--- src/rtl/hazard_tracker.sv ---
// Destination-register shadow of the EX/MEM/WB stages feeding the forwarding unit.
// Detects load-use hazards against the ID instruction and counts stall cycles.
module hazard_tracker #(
    parameter int REG_W = 5,
    parameter int CNT_W = 16
) (
    input  logic             CLK,
    input  logic             RST,
    input  logic             id_valid,
    input  logic [REG_W-1:0] id_rs,
    input  logic [REG_W-1:0] id_rt,
    input  logic             id_uses_rt,
    input  logic [REG_W-1:0] id_rd,
    input  logic             id_regwen,
    input  logic             id_memread,
    input  logic             freeze,
    input  logic             flush,
    output logic [REG_W-1:0] curr_rs,
    output logic [REG_W-1:0] curr_rt,
    output logic [REG_W-1:0] rd_mem,
    output logic             wr_mem,
    output logic [REG_W-1:0] rd_wb,
    output logic             wr_wb,
    output logic             stall_id,
    output logic [CNT_W-1:0] stall_count
);

    logic             ex_valid_q, ex_valid_d;
    logic [REG_W-1:0] ex_rs_q, ex_rs_d;
    logic [REG_W-1:0] ex_rt_q, ex_rt_d;
    logic [REG_W-1:0] ex_rd_q, ex_rd_d;
    logic             ex_wen_q, ex_wen_d;
    logic             ex_load_q, ex_load_d;

    // A load sitting in MEM is resolved by forwarding, so its load bit is not kept.
    logic             mem_valid_q, mem_valid_d;
    logic [REG_W-1:0] mem_rd_q, mem_rd_d;
    logic             mem_wen_q, mem_wen_d;

    logic             wb_valid_q, wb_valid_d;
    logic [REG_W-1:0] wb_rd_q, wb_rd_d;
    logic             wb_wen_q, wb_wen_d;

    logic [CNT_W-1:0] stall_count_q, stall_count_d;
    logic             hz;

    assign hz = id_valid & ex_valid_q & ex_load_q & ex_wen_q &
                ((ex_rd_q == id_rs) | (id_uses_rt & (ex_rd_q == id_rt)));
    assign stall_id = hz & ~flush & ~freeze;

    always_comb begin
        ex_valid_d    = ex_valid_q;
        ex_rs_d       = ex_rs_q;
        ex_rt_d       = ex_rt_q;
        ex_rd_d       = ex_rd_q;
        ex_wen_d      = ex_wen_q;
        ex_load_d     = ex_load_q;
        mem_valid_d   = mem_valid_q;
        mem_rd_d      = mem_rd_q;
        mem_wen_d     = mem_wen_q;
        wb_valid_d    = wb_valid_q;
        wb_rd_d       = wb_rd_q;
        wb_wen_d      = wb_wen_q;
        stall_count_d = stall_count_q;

        if (!freeze) begin
            wb_valid_d = mem_valid_q;
            wb_rd_d    = mem_rd_q;
            wb_wen_d   = mem_wen_q;

            if (flush) begin
                mem_valid_d = 1'b0;
                mem_rd_d    = '0;
                mem_wen_d   = 1'b0;
            end else begin
                mem_valid_d = ex_valid_q;
                mem_rd_d    = ex_rd_q;
                mem_wen_d   = ex_wen_q;
            end

            if (!flush && !stall_id && id_valid) begin
                ex_valid_d = 1'b1;
                ex_rs_d    = id_rs;
                ex_rt_d    = id_uses_rt ? id_rt : '0;
                ex_rd_d    = id_rd;
                // $0 must never look like a forwarding source.
                ex_wen_d   = id_regwen & (id_rd != '0);
                ex_load_d  = id_memread;
            end else begin
                ex_valid_d = 1'b0;
                ex_rs_d    = '0;
                ex_rt_d    = '0;
                ex_rd_d    = '0;
                ex_wen_d   = 1'b0;
                ex_load_d  = 1'b0;
            end

            if (stall_id && (stall_count_q != '1)) begin
                stall_count_d = stall_count_q + CNT_W'(1);
            end
        end
    end

    always_ff @(posedge CLK or posedge RST) begin
        if (RST) begin
            ex_valid_q    <= 1'b0;
            ex_rs_q       <= '0;
            ex_rt_q       <= '0;
            ex_rd_q       <= '0;
            ex_wen_q      <= 1'b0;
            ex_load_q     <= 1'b0;
            mem_valid_q   <= 1'b0;
            mem_rd_q      <= '0;
            mem_wen_q     <= 1'b0;
            wb_valid_q    <= 1'b0;
            wb_rd_q       <= '0;
            wb_wen_q      <= 1'b0;
            stall_count_q <= '0;
        end else begin
            ex_valid_q    <= ex_valid_d;
            ex_rs_q       <= ex_rs_d;
            ex_rt_q       <= ex_rt_d;
            ex_rd_q       <= ex_rd_d;
            ex_wen_q      <= ex_wen_d;
            ex_load_q     <= ex_load_d;
            mem_valid_q   <= mem_valid_d;
            mem_rd_q      <= mem_rd_d;
            mem_wen_q     <= mem_wen_d;
            wb_valid_q    <= wb_valid_d;
            wb_rd_q       <= wb_rd_d;
            wb_wen_q      <= wb_wen_d;
            stall_count_q <= stall_count_d;
        end
    end

    assign curr_rs     = ex_rs_q;
    assign curr_rt     = ex_rt_q;
    assign rd_mem      = mem_rd_q;
    assign wr_mem      = mem_valid_q & mem_wen_q;
    assign rd_wb       = wb_rd_q;
    assign wr_wb       = wb_valid_q & wb_wen_q;
    assign stall_count = stall_count_q;

endmodule
--- config.mk ---
export PLATFORM = sky130hd
export DESIGN_NAME = hazard_tracker
export DESIGN_NICKNAME = d
export VERILOG_FILES = /design/src/rtl/hazard_tracker.sv
export SDC_FILE = /design/constraint.sdc
export NUM_CORES = 1
export LEC_CHECK = 0
export CORE_MARGIN = 5
export CORE_UTILIZATION = 42
export DETAILED_ROUTE_END_ITERATION = 16
export PLACE_DENSITY = 0.71
export SLEW_MARGIN = 20
export SYNTH_ARGS = -nofsm -noshare
export SYNTH_HDL_FRONTEND = slang
export SYNTH_SLANG_ARGS = --single-unit
--- constraint.sdc ---
create_clock -name CLK -period 3.9 [get_ports CLK]
set_clock_uncertainty 0.05 [all_clocks]
set_input_delay 0.78 -clock CLK [delete_from_list [all_inputs] [get_ports CLK]]
set_output_delay 0.78 -clock CLK [all_outputs]
set_load 0.05 [all_outputs]
==> summary.txt, run 1 <==
Outcome
  – Outcome: complete, no violations

Placement
  – Placed Cells: 304
  – Placement-stage cell area: a little under 3000 um2
  – Number of I/O port buffers: just over 60
  – Worst slack at placement: between 0.7 and 0.8 ns
  – Routability cong.: 0.780
  – Post-detail-place hpwl: about 3.5 mm

CTS
  – Post-CTS Hold Buffers: 0
  – # resized after CTS: 0
  – Clock Sinks: 48
  – CTS tree: done
  – H-tree lvl count: 2
  – Post-CTS setup buffer count: 0
  – Clk_lat worst skew: ~0.30 ns
  – CTS Buffer Depth: 2
  – Number of buffers created by CTS: 5
  – Root buffer cell: clkbuf_8
  – Clock-pin slew on the worst setup and hold paths: ~0.080 ns

Finish
  – Layout cells sized above 1: 0.116
  – Final core occ: 0.579
  – Commonest non-fill, non-tap cell in the layout: clkdlybuf4s50_1
  – Highest-count cells in the layout ignoring fill and taps: clkdlybuf4s50_1 (60), dfrtp_1 (48), xor2_1 (17), a22o_1 (13), nand2_1 (12)
  – Final instance area: 2980 um2
  – N_diodes: 0
  – Layout area overhead: 33.4%
  – NumNets Final: 265
  – FILL cells: between 400 and 500
  – Finished Layout Cells: 312

Synth
  – Post-Syn Area: between 2000 and 2500 um2
  – Synthesized area per cell: 12.4 um2
  – Count of unique library cells instantiated by Yosys: 32
  – Seq cells post-synth: 48
  – Seq/Total Area, Yosys: 0.538
  – Yosys warns: 0
  – Mapped Nets: ~200
  – Post-Synthesis Cells: 180

Timing
  – Fmax: between 0.3 and 0.4 GHz
  – Worst Slack Setup Final: 0.935 ns
  – Slew Limit Headroom: 0.471
  – Setup_tns: 0 ns
  – RSZ-0062 raised after global routing: false
  – Tcrit/Tclk final: 0.760
  – Setup-failing EPs final: 0
  – Worst hold slack: around 0.44 ns
  – Min Tclk post-route: slightly below 3 ns
  – Worst Tran Pin Value: 0.792 ns
  – Final Hold Fails: 0
  – Pins over their slew limit: 0

Route
  – Final wirelength: 4.69 mm
  – Avg Vias per Cell: 5.17
  – Detail Route Antenna Nets: 0
  – Number of remaining DRC errors: 0
  – Routed vias: 1613
  – Number of DRC markers in iteration 0: 61
  – TritonRoute pass-1 iters: 4
  – Wire per inst: roughly 15 um

Setup path
  – Setup crit start kind: input port
  – Worst Path Class, Setup: input port to output pin
  – Crit-path max FO: 2
  – Required time worst endpoint: just over 3 ns
  – CP Capture Type: output pin
  – Worst EP arrival: roughly 2.1 ns

Pwr
  – Share of power burned in registers: 0.554
  – Peak supply drop: roughly 0.17 mV
  – Final Power: ~0.95 mW
  – PD cells: ~320 nW/um2
  – Switching pwr: between 0.2 and 0.3 mW
  – Comb pwr share: 0.143
  – Leak pwr: 1.30 nW
  – Clock share of power: 0.303
  – Int Pwr: 0.698 mW
  – Sw Share: 0.267

Global route
  – Initial antenna violation count: 0
  – Largest net degree at the start of global routing: between 40 and 50
  – First-pass GRT wire length: about 8.3 mm
  – Vias in the first global route: ~1700
  – Total GRT Usage: 0.146
  – Congestion Overflow GR: 0

Die
  – # IOs: 62
  – Starting Density: 0.434
  – Die Ht: roughly 83 um
  – Cell Rows: 26
  – Die area: 6870 um2
  – Core area: between 5000 and 6000 um2
  – Die Wd: 82.9 um

Job
  – Max-cap violations: 0

Hold path
  – Worst Hold Class: flop to flop
[cells in the mapped netlist]
master / count / share of area
dfrtp_1: 48 / 0.54
xor2_1: 17 / 0.067
a22o_1: 13 / 0.051
nand2_1: 12 / 0.020
mux2_2: 8 / 0.040
xnor2_1: 8 / 0.031
nand3_1: 7 / 0.016
nor3_1: 7 / 0.016
a32o_1: 6 / 0.027
nand2b_1: 6 / 0.017
nor2_1: 6 / 0.010
o21ai_0: 5 / 0.011
buf_6: 4 / 0.020
nor4_4: 4 / 0.038
and2_1: 3 / 0.0084
nand4_1: 3 / 0.0084
and3_1: 2 / 0.0056
buf_1: 2 / 0.0034
clkbuf_1: 2 / 0.0034
inv_1: 2 / 0.0034
nor4_1: 2 / 0.0056
nor4b_1: 2 / 0.0078
or2_2: 2 / 0.0056
a21o_1: 1 / 0.0034
a31oi_1: 1 / 0.0028
and4_1: 1 / 0.0039
ha_1: 1 / 0.0056
nand4b_1: 1 / 0.0039
nor3_4: 1 / 0.0073
nor3b_1: 1 / 0.0034
nor3b_2: 1 / 0.0056
o32a_4: 1 / 0.010
[sequential cells by signal, indices dropped and copies added (netlist names)]
signal / flops
rd_mem: 5
ex_rd_q: 5
rd_wb: 5
stall_count: 16
mem_valid_q: 1
ex_wen_q: 1
wb_valid_q: 1
curr_rs: 5
ex_load_q: 1
ex_valid_q: 1
mem_wen_q: 1
wb_wen_q: 1
curr_rt: 5
[power by group through the flow]
stage	Sequential, mW	Combinational (mW)	Clock [mW]
6_report	0.527	0.136	0.288
5_1_grt	0.531	0.147	0.323
4_1_cts	0.528	0.138	0.302
3_5_place_dp	0.537	0.138	0
3_3_place_gp	0.537	0.136	0
2_1_floorplan	0.568	0.0476	0
[cell type report]
type | count | area (um2) | area share
flip-flops and latches | 48 | 1200 | 0.404
multi-input cells | 122 | 963 | 0.324
repair buffers | 62 | 628 | 0.211
well taps | 70 | 87.6 | 0.0294
clock buffers | 5 | 68.8 | 0.0231
clock inverters | 3 | 18.8 | 0.00631
inverters | 2 | 8.76 | 0.00294
[worst paths after layout]
check	startpoint	endpoint	slack (ns)	cells past startpoint
min in group asynchronous	RST	stall_count[8]$_DFFE_PP0P_	0.88	2
worst max register to register	stall_count[0]$_DFFE_PP0P_	stall_count[1]$_DFFE_PP0P_	1.51	6
worst min-delay path	stall_count[10]$_DFFE_PP0P_	stall_count[10]$_DFFE_PP0P_	0.44	1
worst max-delay path	id_rt[4]	stall_id	0.94	7
worst min register to register	stall_count[10]$_DFFE_PP0P_	stall_count[10]$_DFFE_PP0P_	0.44	1
max in group asynchronous	RST	stall_count[6]$_DFFE_PP0P_	2.45	2
[logic make-up after synthesis]
group           share of synthesized area
buf+inv                            0.0303
flops                               0.538
simple gates                        0.182
fa+ha+maj                         0.00560
compound gates                      0.105
xor+xnor                           0.0981
mux                                0.0404
[worst max-delay path, stage by stage]
cell and delay (ns):
clkdlybuf4s50_1 0.50, xnor2_1 0.13, nand4_1 0.15, nor2_1 0.13
a31oi_1 0.05, nor2_1 0.22, buf_12 0.18
[routing by layer]
metal | global-route usage | up-vias | routed length [um]
met5 | 0 | - | 0
met4 | 0.0490 | 0 | 58
met3 | 0.0426 | 7 | 222
met2 | 0.230 | 45 | 2280
met1 | 0.194 | 786 | 2130
li1 | - | 775 | -
(Power assumes the default switching activity.)
==> run 2: changes to the inputs <==
--- a/config.mk
+++ b/config.mk
@@ -8,7 +8,7 @@
 export CORE_MARGIN = 5
 export CORE_UTILIZATION = 42
 export DETAILED_ROUTE_END_ITERATION = 16
-export PLACE_DENSITY = 0.71
+export PLACE_DENSITY = 0.74
 export SLEW_MARGIN = 20
 export SYNTH_ARGS = -nofsm -noshare
 export SYNTH_HDL_FRONTEND = slang
==> constraint.sdc (replaced) <==
create_clock -name CLK -period 2.7 [get_ports CLK]
set_clock_uncertainty 0.05 [all_clocks]
set_input_delay 0.54 -clock CLK [delete_from_list [all_inputs] [get_ports CLK]]
set_output_delay 0.54 -clock CLK [all_outputs]
set_load 0.05 [all_outputs]
==> run 2 against run 1 <==
  * Cell count is 1.6% higher
  * Via count is 0.19% higher
  * Critical path depth stayed put
  * Flip-flop and latch count stayed put
  * Design area is 2.4% higher
==> summary.txt, run 2 (synthesis gave the netlist of run 1 again) <==
Outcome
  – Outcome: complete, no violations

CTS
  – Post-CTS Hold Buffers: 0 (unchanged)
  – Clk_lat worst skew: 0.30 ns (about the same)
  – Number of buffers created by CTS: 5 (unchanged)
  – Clock Sinks: 48 (unchanged)
  – Post-CTS setup buffer count: 0 (unchanged)
  – # resized after CTS: 0 (unchanged)
  – Root buffer cell: clkbuf_8
  – Clock-pin slew on the worst setup and hold paths: 0.08 ns (about the same)
  – CTS tree: done
  – H-tree lvl count: 2 (unchanged)
  – CTS Buffer Depth: 2 (unchanged)

Pwr
  – Final Power: 1.41 mW (+48%)
  – PD cells: 462 nW/um2 (+45%)
  – Leak pwr: 1.33 nW (+2.4%)
  – Peak supply drop: 0.234 mV (+39%)

Timing
  – Worst Slack Setup Final: 0.170 ns (-0.765 ns)
  – Slew Limit Headroom: 0.567 (+0.0959)
  – Min Tclk post-route: ~2.5 ns
  – Worst Tran Pin Value: 0.649 ns (-0.143 ns)
  – Pins over their slew limit: 0 (unchanged)
  – Setup_tns: 0 ns (unchanged)
  – RSZ-0062 raised after global routing: false
  – Worst hold slack: 0.444 ns (+0.00243 ns)
  – Final Hold Fails: 0 (unchanged)
  – Tcrit/Tclk final: 0.937
  – Fmax: slightly below 0.4 GHz
  – Setup-failing EPs final: 0 (unchanged)

Die
  – Die area: 6870 um2 (unchanged)
  – Die Wd: 82.9 um (unchanged)
  – Starting Density: 0.434 (unchanged)
  – Cell Rows: 26 (unchanged)
  – # IOs: 62 (unchanged)
  – Core area: 5140 um2 (unchanged)
  – Die Ht: 82.9 um (unchanged)

Setup path
  – Setup crit start kind: input port
  – R2r endpoint: stall_count[11]$_DFFE_PP0P_
  – FF-to-FF Start: stall_count[0]$_DFFE_PP0P_
  – Worst Path Class, Setup: input port to output pin
  – Crit-path max FO: 2 (unchanged)
  – CP Capture Type: output pin
  – Required time worst endpoint: 2.11 ns (-0.96 ns)
  – Register-to-Register Path Depth: 7 (+1)
  – Worst EP arrival: 1.94 ns (-0.19 ns)
  – R2r setup slk: 0.56 ns (-0.95 ns)

Placement
  – Post-detail-place hpwl: 3.66 mm (+5.8%)
  – Routability cong.: 0.828 (+6.2%)
  – Worst slack at placement: 0.0391 ns (-0.676 ns)
  – Number of I/O port buffers: 61 (unchanged)

Finish
  – Highest-count cells in the layout ignoring fill and taps: clkdlybuf4s50_1 (60), dfrtp_1 (48), xor2_1 (17), a22o_1 (13), nand2_1 (12)
  – Layout cells sized above 1: 0.134 (+0.0179)
  – Commonest non-fill, non-tap cell in the layout: clkdlybuf4s50_1
  – Max reg flops: 16 (unchanged)
  – FILL cells: 470 (+2.2%)
  – NumNets Final: 270 (+1.9%)
  – N_diodes: 0 (unchanged)
  – Sequential Area: 1200 um2 (unchanged)
  – Area of the multi-input gates: 963 um2 (unchanged)
  – Final core occ: 0.593 (+0.0139)
  – Layout area overhead: 36.5%

Route
  – Wire per inst: 15.4 um (+2.2%)
  – Uppermost routed layer: met4
  – Final wirelength: 4.87 mm (+3.8%)
  – Number of remaining DRC errors: 0 (unchanged)
  – DR WL met3: 176 um (-21%)
  – Routed vias: 1616 (+0.19%)
  – M1 wire length: 2.29 mm (+7.1%)
  – TritonRoute pass-1 iters: 4 (unchanged)
  – Number of DRC markers in iteration 0: 114 (+87%)
  – Detail Route Antenna Nets: 0 (unchanged)
  – DR WL met2: 2.35 mm (+3.1%)
  – Avg Vias per Cell: 5.10 (-1.4%)

Global route
  – Initial antenna violation count: 0 (unchanged)
  – Total GRT Usage: 0.149 (+0.00269)
  – First-pass GRT wire length: 8.48 mm (+2.8%)
  – Vias in the first global route: 1678 (-0.24%)
  – Congestion Overflow GR: 0 (unchanged)
  – Largest net degree at the start of global routing: 39 (-20%)

Hold path
  – Hold EP: stall_count[13]$_DFFE_PP0P_
  – Hold depth: 1 (unchanged)
  – Worst Hold Class: flop to flop
  – Min-delay src: stall_count[13]$_DFFE_PP0P_

Job
  – Max-cap violations: 0 (unchanged)
## run 2: cell types whose count changed in the layout (fill, tap and decap cells not counted)
cell / delta
buf_4: +3
clkinv_2: -3
buf_12: +2
clkinvlp_4: +2
clkbuf_8: +1
clkinv_4: -1
inv_2: +1
## run 2: how the worst max path moves through the flow
| stage | depth (start not counted) | to | startpoint | slack [ns] |
|---|---|---|---|---|
| 2_1_floorplan | 7 | stall_count[7]$_DFFE_PP0P_ | stall_count[0]$_DFFE_PP0P_ | 0.39 |
| 3_3_place_gp | 6 | curr_rt[4]$_DFFE_PP0N_ | freeze | 0.09 |
| 3_5_place_dp | 6 | curr_rt[4]$_DFFE_PP0N_ | freeze | 0.04 |
| 4_1_cts | 7 | stall_id | id_rt[1] | 0.16 |
| 5_1_grt | 7 | stall_id | id_rt[3] | 0.03 |
| 6_report | 7 | stall_id | id_rt[0] | 0.17 |
## run 2: through the flow
step                cells  instance area (um2)
floorplan             180                 2230
finish                317                 3050
global route          317                 3050
detailed placement    309                 2950
CTS                   317                 3050
global placement      309                 2950
## run 2: final cells by class
| class | instances | area share |
|---|---|---|
| inverters | 2 | 0.00246 |
| flip-flops and latches | 48 | 0.394 |
| clock inverters | 2 | 0.00493 |
| clock buffers | 6 | 0.0271 |
| repair buffers | 67 | 0.227 |
| multi-input cells | 122 | 0.316 |
| well taps | 70 | 0.0287 |
## run 2: critical path, stage by stage
cell and delay [ns]:
clkdlybuf4s50_1 0.50, xnor2_1 0.14, nand4_1 0.17, nor2_1 0.14, a31oi_1 0.05, nor2_1 0.22
buf_12 0.18
## run 2: report_power, final
part | internal, mW | total [mW] | switching, mW
logic | 0.0896 | 0.203 | 0.114
registers | 0.742 | 0.761 | 0.0188
clock network | 0.207 | 0.444 | 0.237
total | 1.04 | 1.41 | 0.369
## run 2: layer usage
metal | track usage | vias up
li1 | - | 786
met1 | 0.207 | 785
met2 | 0.231 | 41
met3 | 0.0317 | 4
met4 | 0.0520 | 0
met5 | 0 | -
==> run 3: changes to the inputs <==
--- a/config.mk
+++ b/config.mk
@@ -9,6 +9,7 @@
 export CORE_UTILIZATION = 42
 export DETAILED_ROUTE_END_ITERATION = 16
 export PLACE_DENSITY = 0.74
+export REMOVE_ABC_BUFFERS = 1
 export SLEW_MARGIN = 20
 export SYNTH_ARGS = -nofsm -noshare
 export SYNTH_HDL_FRONTEND = slang
==> run 3 against run 2 <==
  * Total power is 0.59% lower
  * Combinational power hardly changed
  * Worst hold slack worse by 0.0068 ns
==> summary.txt, run 3 (synthesis gave the netlist of run 1 again) <==
Die
  – Die area: 6870 um2 (unchanged)
  – Die Ht: 82.9 um (unchanged)
  – # IOs: 62 (unchanged)
  – Cell Rows: 26 (unchanged)
  – Die Wd: 82.9 um (unchanged)
  – Starting Density: 0.434 (unchanged)
  – Core area: 5140 um2 (unchanged)

Route
  – TritonRoute pass-1 iters: 4 (unchanged)
  – Wire per inst: 15.4 um (-0.10%)
  – Final wirelength: 4.87 mm (-0.10%)
  – Detail Route Antenna Nets: 0 (unchanged)
  – Avg Vias per Cell: 5.12 (+0.50%)
  – Number of DRC markers in iteration 0: 66 (-42%)
  – Number of remaining DRC errors: 0 (unchanged)
  – Routed vias: 1624 (+0.50%)

Hold path
  – Hold depth: 1 (unchanged)
  – Hold EP: stall_count[10]$_DFFE_PP0P_
  – Worst Hold Class: flop to flop
  – Min-delay src: stall_count[10]$_DFFE_PP0P_

Global route
  – Total GRT Usage: 0.146 (-0.00335)
  – Initial antenna violation count: 0 (unchanged)
  – Largest net degree at the start of global routing: 39 (unchanged)
  – Congestion Overflow GR: 0 (unchanged)
  – Vias in the first global route: 1632 (-2.7%)
  – First-pass GRT wire length: 8.27 mm (-2.4%)

Placement
  – Number of I/O port buffers: 61 (unchanged)
  – Routability cong.: 0.784 (-5.3%)
  – Post-detail-place hpwl: 3.65 mm (-0.18%)

Outcome
  – Outcome: complete, no violations

Setup path
  – FF-to-FF Start: stall_count[0]$_DFFE_PP0P_
  – Worst EP arrival: 1.92 ns (-0.02 ns)
  – Crit-path max FO: 2 (unchanged)
  – Worst Path Class, Setup: input port to output pin
  – R2r endpoint: stall_count[11]$_DFFE_PP0P_
  – Required time worst endpoint: 2.11 ns (about the same)
  – Most frequent cell on the critical path: nor2_1
  – R2r setup slk: 0.57 ns (about the same)
  – Setup crit start kind: input port
  – CP peak stage delay: 0.52 ns (+0.02 ns)
  – CP max-delay cell: clkdlybuf4s50_1
  – CP Capture Type: output pin
  – Register-to-Register Path Depth: 7 (unchanged)
  – Critical path, cell by cell: clkdlybuf4s50_1 > xnor2_1 > nand4_1 > nor2_1 > a31oi_1 > nor2_1 > buf_12

CTS
  – CTS tree: done
  – Root buffer cell: clkbuf_8
  – # resized after CTS: 0 (unchanged)
  – Clk_lat worst skew: 0.29 ns (about the same)
  – Clock-pin slew on the worst setup and hold paths: 0.08 ns (about the same)
  – Number of buffers created by CTS: 5 (unchanged)
  – Post-CTS Hold Buffers: 0 (unchanged)
  – H-tree lvl count: 2 (unchanged)
  – Post-CTS setup buffer count: 0 (unchanged)
  – Clock Sinks: 48 (unchanged)
  – CTS Buffer Depth: 2 (unchanged)

Pwr
  – Peak supply drop: 0.307 mV (+31%)
  – Leak pwr: 1.33 nW (-0.40%)
  – Final Power: 1.40 mW (-0.59%)
  – PD cells: 462 nW/um2 (about the same)

Finish
  – Layout area overhead: 35.8%
  – Commonest non-fill, non-tap cell in the layout: clkdlybuf4s50_1
  – Layout cells sized above 1: 0.130 (-0.00405)
  – Max reg flops: 16 (unchanged)
  – Final core occ: 0.590 (-0.00316)
  – FILL cells: 459 (-2.3%)
  – N_diodes: 0 (unchanged)
  – Highest-count cells in the layout ignoring fill and taps: clkdlybuf4s50_1 (60), dfrtp_1 (48), xor2_1 (17), a22o_1 (13), nand2_1 (12)
  – NumNets Final: 270 (unchanged)

Timing
  – Fmax: 0.399 GHz (+0.99%)
  – RSZ-0062 raised after global routing: false
  – Pins over their slew limit: 0 (unchanged)
  – Setup_tns: 0 ns (unchanged)
  – Tcrit/Tclk final: 0.928 (-0.00916)
  – Final Hold Fails: 0 (unchanged)
  – Setup-failing EPs final: 0 (unchanged)
  – Min Tclk post-route: 2.51 ns (-0.0247 ns)
  – Slew Limit Headroom: 0.565 (-0.00263)
  – Worst Tran Pin Value: 0.653 ns (+0.00394 ns)

Job
  – Max-cap violations: 0 (unchanged)
==> run 3: cell types whose count changed in the layout (fill, tap and decap cells not counted) <==
cell	delta
buf_4	+1
clkinvlp_4	-1
buf_12	-1
clkbuf_1	+1
==> run 3: worst max-delay path: cells and delay by family <==
family	cells	cell delay [ns]
buffers and inverters	2	0.69
AND/OR/NAND/NOR	3	0.51
XOR/XNOR	1	0.13
AO/OA/AOI/OAI	1	0.05
==> run 3: through the flow <==
step / std cells / setup WS (ns) / hold WS (ns) / cell area [um2]
after floorplan: 172 / 0.151 / 0.411 / 2170
after global placement: 309 / 0.0700 / 0.422 / 2940
after detailed placement: 309 / 0.0195 / 0.425 / 2940
after CTS: 317 / 0.173 / 0.441 / 3030
after global routing: 317 / 0.113 / 0.463 / 3030
final: 317 / 0.195 / 0.438 / 3030
==> run 3: how the worst max path moves through the flow <==
stage                                       endpoint                       start  slack (ns)  cells after the start
after CTS                                   stall_id                    id_rt[0]        0.17                      7
after detailed placement  stall_count[6]$_DFFE_PP0P_                    id_valid        0.02                      7
after global routing                        stall_id                    id_rt[1]        0.11                      7
final                                       stall_id                    id_rt[1]        0.19                      7
after floorplan           stall_count[1]$_DFFE_PP0P_  stall_count[0]$_DFFE_PP0P_        0.15                      6
after global placement        curr_rt[2]$_DFFE_PP0N_                      freeze        0.07                      6
==> run 3: final cells by class <==
| cell class | instances | area [um2] | area share |
|---|---|---|---|
| multi-input combinational | 122 | 963 | 0.318 |
| clock inverter | 1 | 7.51 | 0.00248 |
| clock buffer | 7 | 86.3 | 0.0285 |
| sequential | 48 | 1200 | 0.396 |
| inverter | 2 | 7.51 | 0.00248 |
| tap | 70 | 87.6 | 0.0289 |
| timing repair buffer | 67 | 678 | 0.224 |
==> run 3: power breakdown <==
part | switching (mW) | internal, mW | total [mW]
clock network | 0.228 | 0.208 | 0.437
logic | 0.114 | 0.0890 | 0.203
registers | 0.0186 | 0.742 | 0.761
==> run 3: per-layer routing <==
| metal | vias to the layer above | wire, um | track usage | share of wire |
|---|---|---|---|---|
| met5 | - | 0 | 0 | 0 |
| met4 | 0 | 38 | 0.0446 | 0.0078 |
| met3 | 4 | 190 | 0.0307 | 0.039 |
| met2 | 41 | 2320 | 0.233 | 0.48 |
| met1 | 798 | 2320 | 0.199 | 0.48 |
| li1 | 781 | - | - | - |
==> variant 1, RTL diff (flow settings as in run 3) <==
Make the reset (`RST`) synchronous in one clocked block.
--- a/src/rtl/hazard_tracker.sv
+++ b/src/rtl/hazard_tracker.sv
@@ -102,5 +102,5 @@
     end
 
-    always_ff @(posedge CLK or posedge RST) begin
+    always_ff @(posedge CLK) begin
         if (RST) begin
             ex_valid_q    <= 1'b0;
Function: differs if RST is asserted again (counterexample within 4 cycles, from zero or initial values and one cycle with RST high); with RST held inactive, the same outputs for 10 cycles.
==> variant 1 against run 3 <==
- area after synthesis fell by 6.7%
- worst setup slack got worse by 0.094 ns
- power fell by 3.0%
- sequential cell count did not move
- worst hold slack got worse by 0.0060 ns
- global-route usage rose by 1.8 points
- via count rose by 13%
- wire length rose by 2.4%
- design area fell by 3.8%
- critical endpoint unchanged
- non-clock buffer count rose by 4
- largest cell class is now multi-input combinational cells
==> variant 1: results (changes against run 3) <==
metric,value,unit,change
CTS Buffer Depth,2,,unchanged
slowest cell delay on critical path,0.49,ns,-0.03 ns
Post-CTS Repair Setup Buffers,0,,unchanged
slowest CP cell,clkdlybuf4s50_1,,
drt first pass iters,4,,unchanged
"Seq/Total Area, Yosys",46.13,%,-7.7 points
largest net degree at the start of global routing,36,,-7.7%
clock slew at reported path FFs,0.09,ns,
Synth area leaders,"dfxtp_1 46%, nor2_1 4.3%, a22o_1 4.2%",,
status,"complete, no violations",,
Pleak,1.041,nW,-22%
# fillers,427,,-7.0%
synth unique cells,38,,+19%
dpl hpwl,3591,um,-1.6%
Async SR Flop Fraction,0,%,-100 points
H-Tree Depth,2,,unchanged
Hold Path Depth,1,,unchanged
FF-to-FF End,stall_count[15]$_SDFFE_PP0P_,,
Hold Slack,0.4317,ns,-0.005999 ns
Total Wirelength,4981,um,+2.4%
"Max FO, Critical Path",3,,+1
Iteration-0 DRC Markers,70,,+6.1%
Worst Reg-to-Reg Cells,6,,-1
Final Wtd Congestion,0.7703,,-1.8%
warnings from Yosys,0,,unchanged
slew margin rel.,55.80,%,-0.65 points
VDD IR-drop max,0.0002686,V,-12%
FF-to-FF Start,ex_rd_q[0]$_SDFFE_PP0N_,,
number of global-route vias before repair,1825,,+12%
first-pass GRT wire length,8411,um,+1.7%
initial antenna violation count,0,,unchanged
register-to-register setup slack,0.67,ns,+0.10 ns
GRT Total Usage,16.41,%,+1.8 points
Post-CTS Resized,0,,unchanged
worst endpoint data arrival time,2.01,ns,+0.09 ns
layout cells sized above 1,11.47,%,-1.5 points
Tightest Hold Check Type,reg2reg,,
WHS Endpoint,curr_rt[2]$_SDFFE_PP0N_,,
Port Buffer Count,61,,unchanged
clk_lat worst skew,0.30,ns,
Ant. Diodes,0,,unchanged
CTS Buf Count,5,,unchanged
final net count,302,,+12%
max reg flops,16,,unchanged
synth cell count leaders,"48 x dfxtp_1, 24 x nor2_1, 15 x a21oi_1",,
clock root buffer,clkbuf_8,,
HP Start,curr_rt[2]$_SDFFE_PP0N_,,
vias per std cell,5.295,,+3.4%
## variant 1: critical path: cells and delay by family
kind / cells / cell delay [ns]
xor gates and xnor gates: 1 / 0.13
AOI/OAI and AO/OA: 1 / 0.30
and+or+nand+nor: 2 / 0.28
buffers and inverters: 3 / 0.76
## variant 1: final cells by class
cell class | instances | share of cell area (%)
flip-flops and latches | 48 | 32.96
repair buffers | 71 | 24.29
inverters | 3 | 0.3863
clock inverters | 3 | 1.459
multi-input cells | 149 | 35.67
well taps | 67 | 2.876
clock buffers | 5 | 2.361
## variant 1: cells by family after synthesis
family	Yosys count	share of synthesized area, %
mux	10	4.925
flops	48	46.13
buf+inv	17	4.264
simple gates	80	21.74
fa+ha+maj	1	0.6005
compound gates	44	16.46
xor+xnor	14	5.886
## variant 1: worst max path at each step
stage,to,from,slack [ns]
3_3_place_gp,ex_wen_q$_SDFFE_PP0N_,id_rs[3],-0.11
2_1_floorplan,curr_rt[0]$_SDFFE_PP0N_,id_rs[4],0.42
6_report,stall_id,id_rs[4],0.10
4_1_cts,stall_id,id_rs[2],0.01
5_1_grt,stall_id,id_rs[2],0.004
3_5_place_dp,ex_wen_q$_SDFFE_PP0N_,id_rs[3],-0.17
## variant 1: per-stage QoR
| step | total power [mW] | TNS (ns) | instances | worst slack (ns) | cell area [um^2] |
|---|---|---|---|---|---|
| after global placement | 0.8538 | -1.274 | 338 | -0.1098 | 2798 |
| after CTS | 1.368 | 0 | 346 | 0.01414 | 2909 |
| after global routing | 1.408 | 0 | 346 | 0.004354 | 2915 |
| final | 1.359 | 0 | 346 | 0.1011 | 2915 |
| after floorplan | 0.7798 | 0 | 200 | 0.4155 | 2006 |
| after detailed placement | 0.8554 | -2.319 | 338 | -0.1679 | 2798 |
## variant 1: routing by layer
metal | track usage [%] | vias to the layer above | part of all wire (%)
met5 | 0 | - | 0
met1 | 20.18 | 874 | 44
met3 | 5.269 | 7 | 7.8
met2 | 27.65 | 51 | 47
li1 | - | 900 | -
met4 | 4.054 | 0 | 0.98
## variant 1: where the power goes
| group | internal, mW | switching, mW | leakage, nW |
|---|---|---|---|
| logic | 0.0601 | 0.0595 | 0.599 |
| clock network | 0.274 | 0.245 | 0.0541 |
| registers | 0.714 | 0.00594 | 0.387 |
==> variant 2, RTL diff (settings of run 3) <==
Without the edit above. Set the parameter `CNT_W` to 32 (it was 16).
--- a/src/rtl/hazard_tracker.sv
+++ b/src/rtl/hazard_tracker.sv
@@ -3,5 +3,5 @@
 module hazard_tracker #(
     parameter int REG_W = 5,
-    parameter int CNT_W = 16
+    parameter int CNT_W = 32
 ) (
     input  logic             CLK,
Interface: changed (resized stall_count); port bits go from 62 to 78. No check against the original RTL was run, so the function may have changed too.
==> variant 2 against run 3 <==
- worst setup slack got worse by 0.10 ns
- first-iteration DRC count increased by 15%
- register-to-register slack got worse by 0.18 ns
- power increased by 50%
- design area increased by 33%
- largest cell class unchanged
- via count increased by 36%
- sequential cell count increased by 16
- global-route usage increased by 2.0 points
- critical path type unchanged
- synthesized cell count increased by 34%
- largest power group unchanged
- wire length increased by 36%
- worst hold slack improved by 0.0048 ns
- area after synthesis increased by 27%
==> variant 2: results (changes against run 3) <==
metric,value,unit,change
GRT Total Usage,16.53,%,+2.0 points
critical path's top delay family,buffers and inverters,,
CTS Buf Count,9,,+4
total of max-cap violations,0,,unchanged
Port Buffer Count,77,,+26%
via count,2204,,+36%
clock slew at reported path FFs,0.07,ns,
VDD IR-drop max,0.0002942,V,-4.1%
Total Wirelength,6602,um,+36%
mux contribution to synthesized area,3.172,%,-0.86 points
Clk pwr share,42.2,%,+11 points
synth cell count leaders,"64 x dfrtp_1, 24 x xnor2_1, 18 x nand3_1",,
WL met2,3177,um,+37%
clk_lat worst skew,0.33,ns,+0.04 ns
Post-CTS Repair Setup Buffers,0,,unchanged
largest net degree at the start of global routing,65,,+67%
status,"complete, no violations",,
Tightest Hold Check Type,reg2reg,,
"Seq/Total Area, Yosys",56.39,%,+2.6 points
initial antenna violation count,0,,unchanged
Iteration-0 DRC Markers,76,,+15%
Hold Slack,0.4425,ns,+0.004774 ns
drt first pass iters,4,,unchanged
Pleak,1.828,nW,+38%
clock root buffer,clkbuf_8,,
Async SR Flop Fraction,100.0,%,unchanged
met3 wire len,285,um,+50%
M2 GR Usage,26.16,%,+2.9 points
first-pass GRT wire length,11130,um,+35%
met3 GRT Util,3.610,%,+0.54 points
slew margin rel.,65.36,%,+8.9 points
slowest cell delay on critical path,0.45,ns,-0.07 ns
# fillers,575,,+25%
number of global-route vias before repair,2290,,+40%
Power Total,2.098,mW,+50%
max reg flops,32,,+16
CTS Buffer Depth,2,,unchanged
layout cells sized above 1,13.20,%,+0.24 points
Post-Synth Adder-Cell Area,0.4405,%,-0.12 points
final net count,360,,+33%
Layout area overhead,41.94,%,
Final Wtd Congestion,0.8354,,+6.5%
register-to-register setup slack,0.39,ns,-0.18 ns
H-Tree Depth,3,,+1
complex-gate fraction of the synthesized area,8.855,%,-1.7 points
synth unique cells,30,,-6.3%
"Max FO, Critical Path",2,,unchanged
worst endpoint data arrival time,2.02,ns,+0.10 ns
dpl hpwl,4677,um,+28%
M1 WL,3003,um,+30%
switching pwr,496.5,uW,+38%
combinational share of power,10.0,%,-4.5 points
xor/xnor cell area share of the yosys netlist,12.64,%,+2.8 points
slowest CP cell,clkdlybuf4s50_1,,
met1 usage,21.56,%,+1.6 points
Synth area leaders,"dfrtp_1 56%, xnor2_1 7.4%, xor2_1 5.2%",,
variant 2: cell types whose count changed in the layout (fill, tap and decap cells not counted), moves of 3 or more:
cell / run 3 / this run
dfrtp_1: 48 / 64
nor4_4: 4 / 1
nand4_1: 3 / 8
clkbuf_8: 6 / 13
buf_4: 5 / 13
nand3_1: 7 / 18
and3_1: 2 / 9
nor2_1: 6 / 9
xnor2_1: 8 / 24
clkdlybuf4s50_1: 60 / 74
variant 2: per-stage QoR:
stage	cell area (um^2)	TNS (ns)	cells	setup slack (ns)	utilization [%]
floorplan	2808	0	234	0.2139	-
global placement	3806	0	405	0.007803	56.97
detailed placement	3806	-0.08097	405	-0.04240	56.97
CTS	4024	0	421	0.01045	60.22
global route	4031	0	421	0.006660	60.34
finish	4031	0	421	0.09175	60.34
variant 2: final timing paths:
kind | from | end | depth (start not counted)
min reg2reg | stall_count[18]$_DFFE_PP0P_ | stall_count[18]$_DFFE_PP0P_ | 1
max reg2reg | stall_count[8]$_DFFE_PP0P_ | stall_count[29]$_DFFE_PP0P_ | 6
max in group asynchronous | RST | stall_count[23]$_DFFE_PP0P_ | 3
min | stall_count[18]$_DFFE_PP0P_ | stall_count[18]$_DFFE_PP0P_ | 1
min in group asynchronous | RST | stall_count[9]$_DFFE_PP0P_ | 3
max | id_rt[4] | stall_id | 7
variant 2: final cells by class:
class | count | area, um^2 | share of cell area (%)
Clock buffer | 14 | 182.7 | 4.531
Sequential cell | 64 | 1602 | 39.73
Clock inverter | 2 | 35.03 | 0.8690
Tap cell | 80 | 100.1 | 2.483
Timing Repair Buffer | 91 | 903.4 | 22.41
Multi-Input combinational cell | 166 | 1194 | 29.61
Inverter | 4 | 15.01 | 0.3724
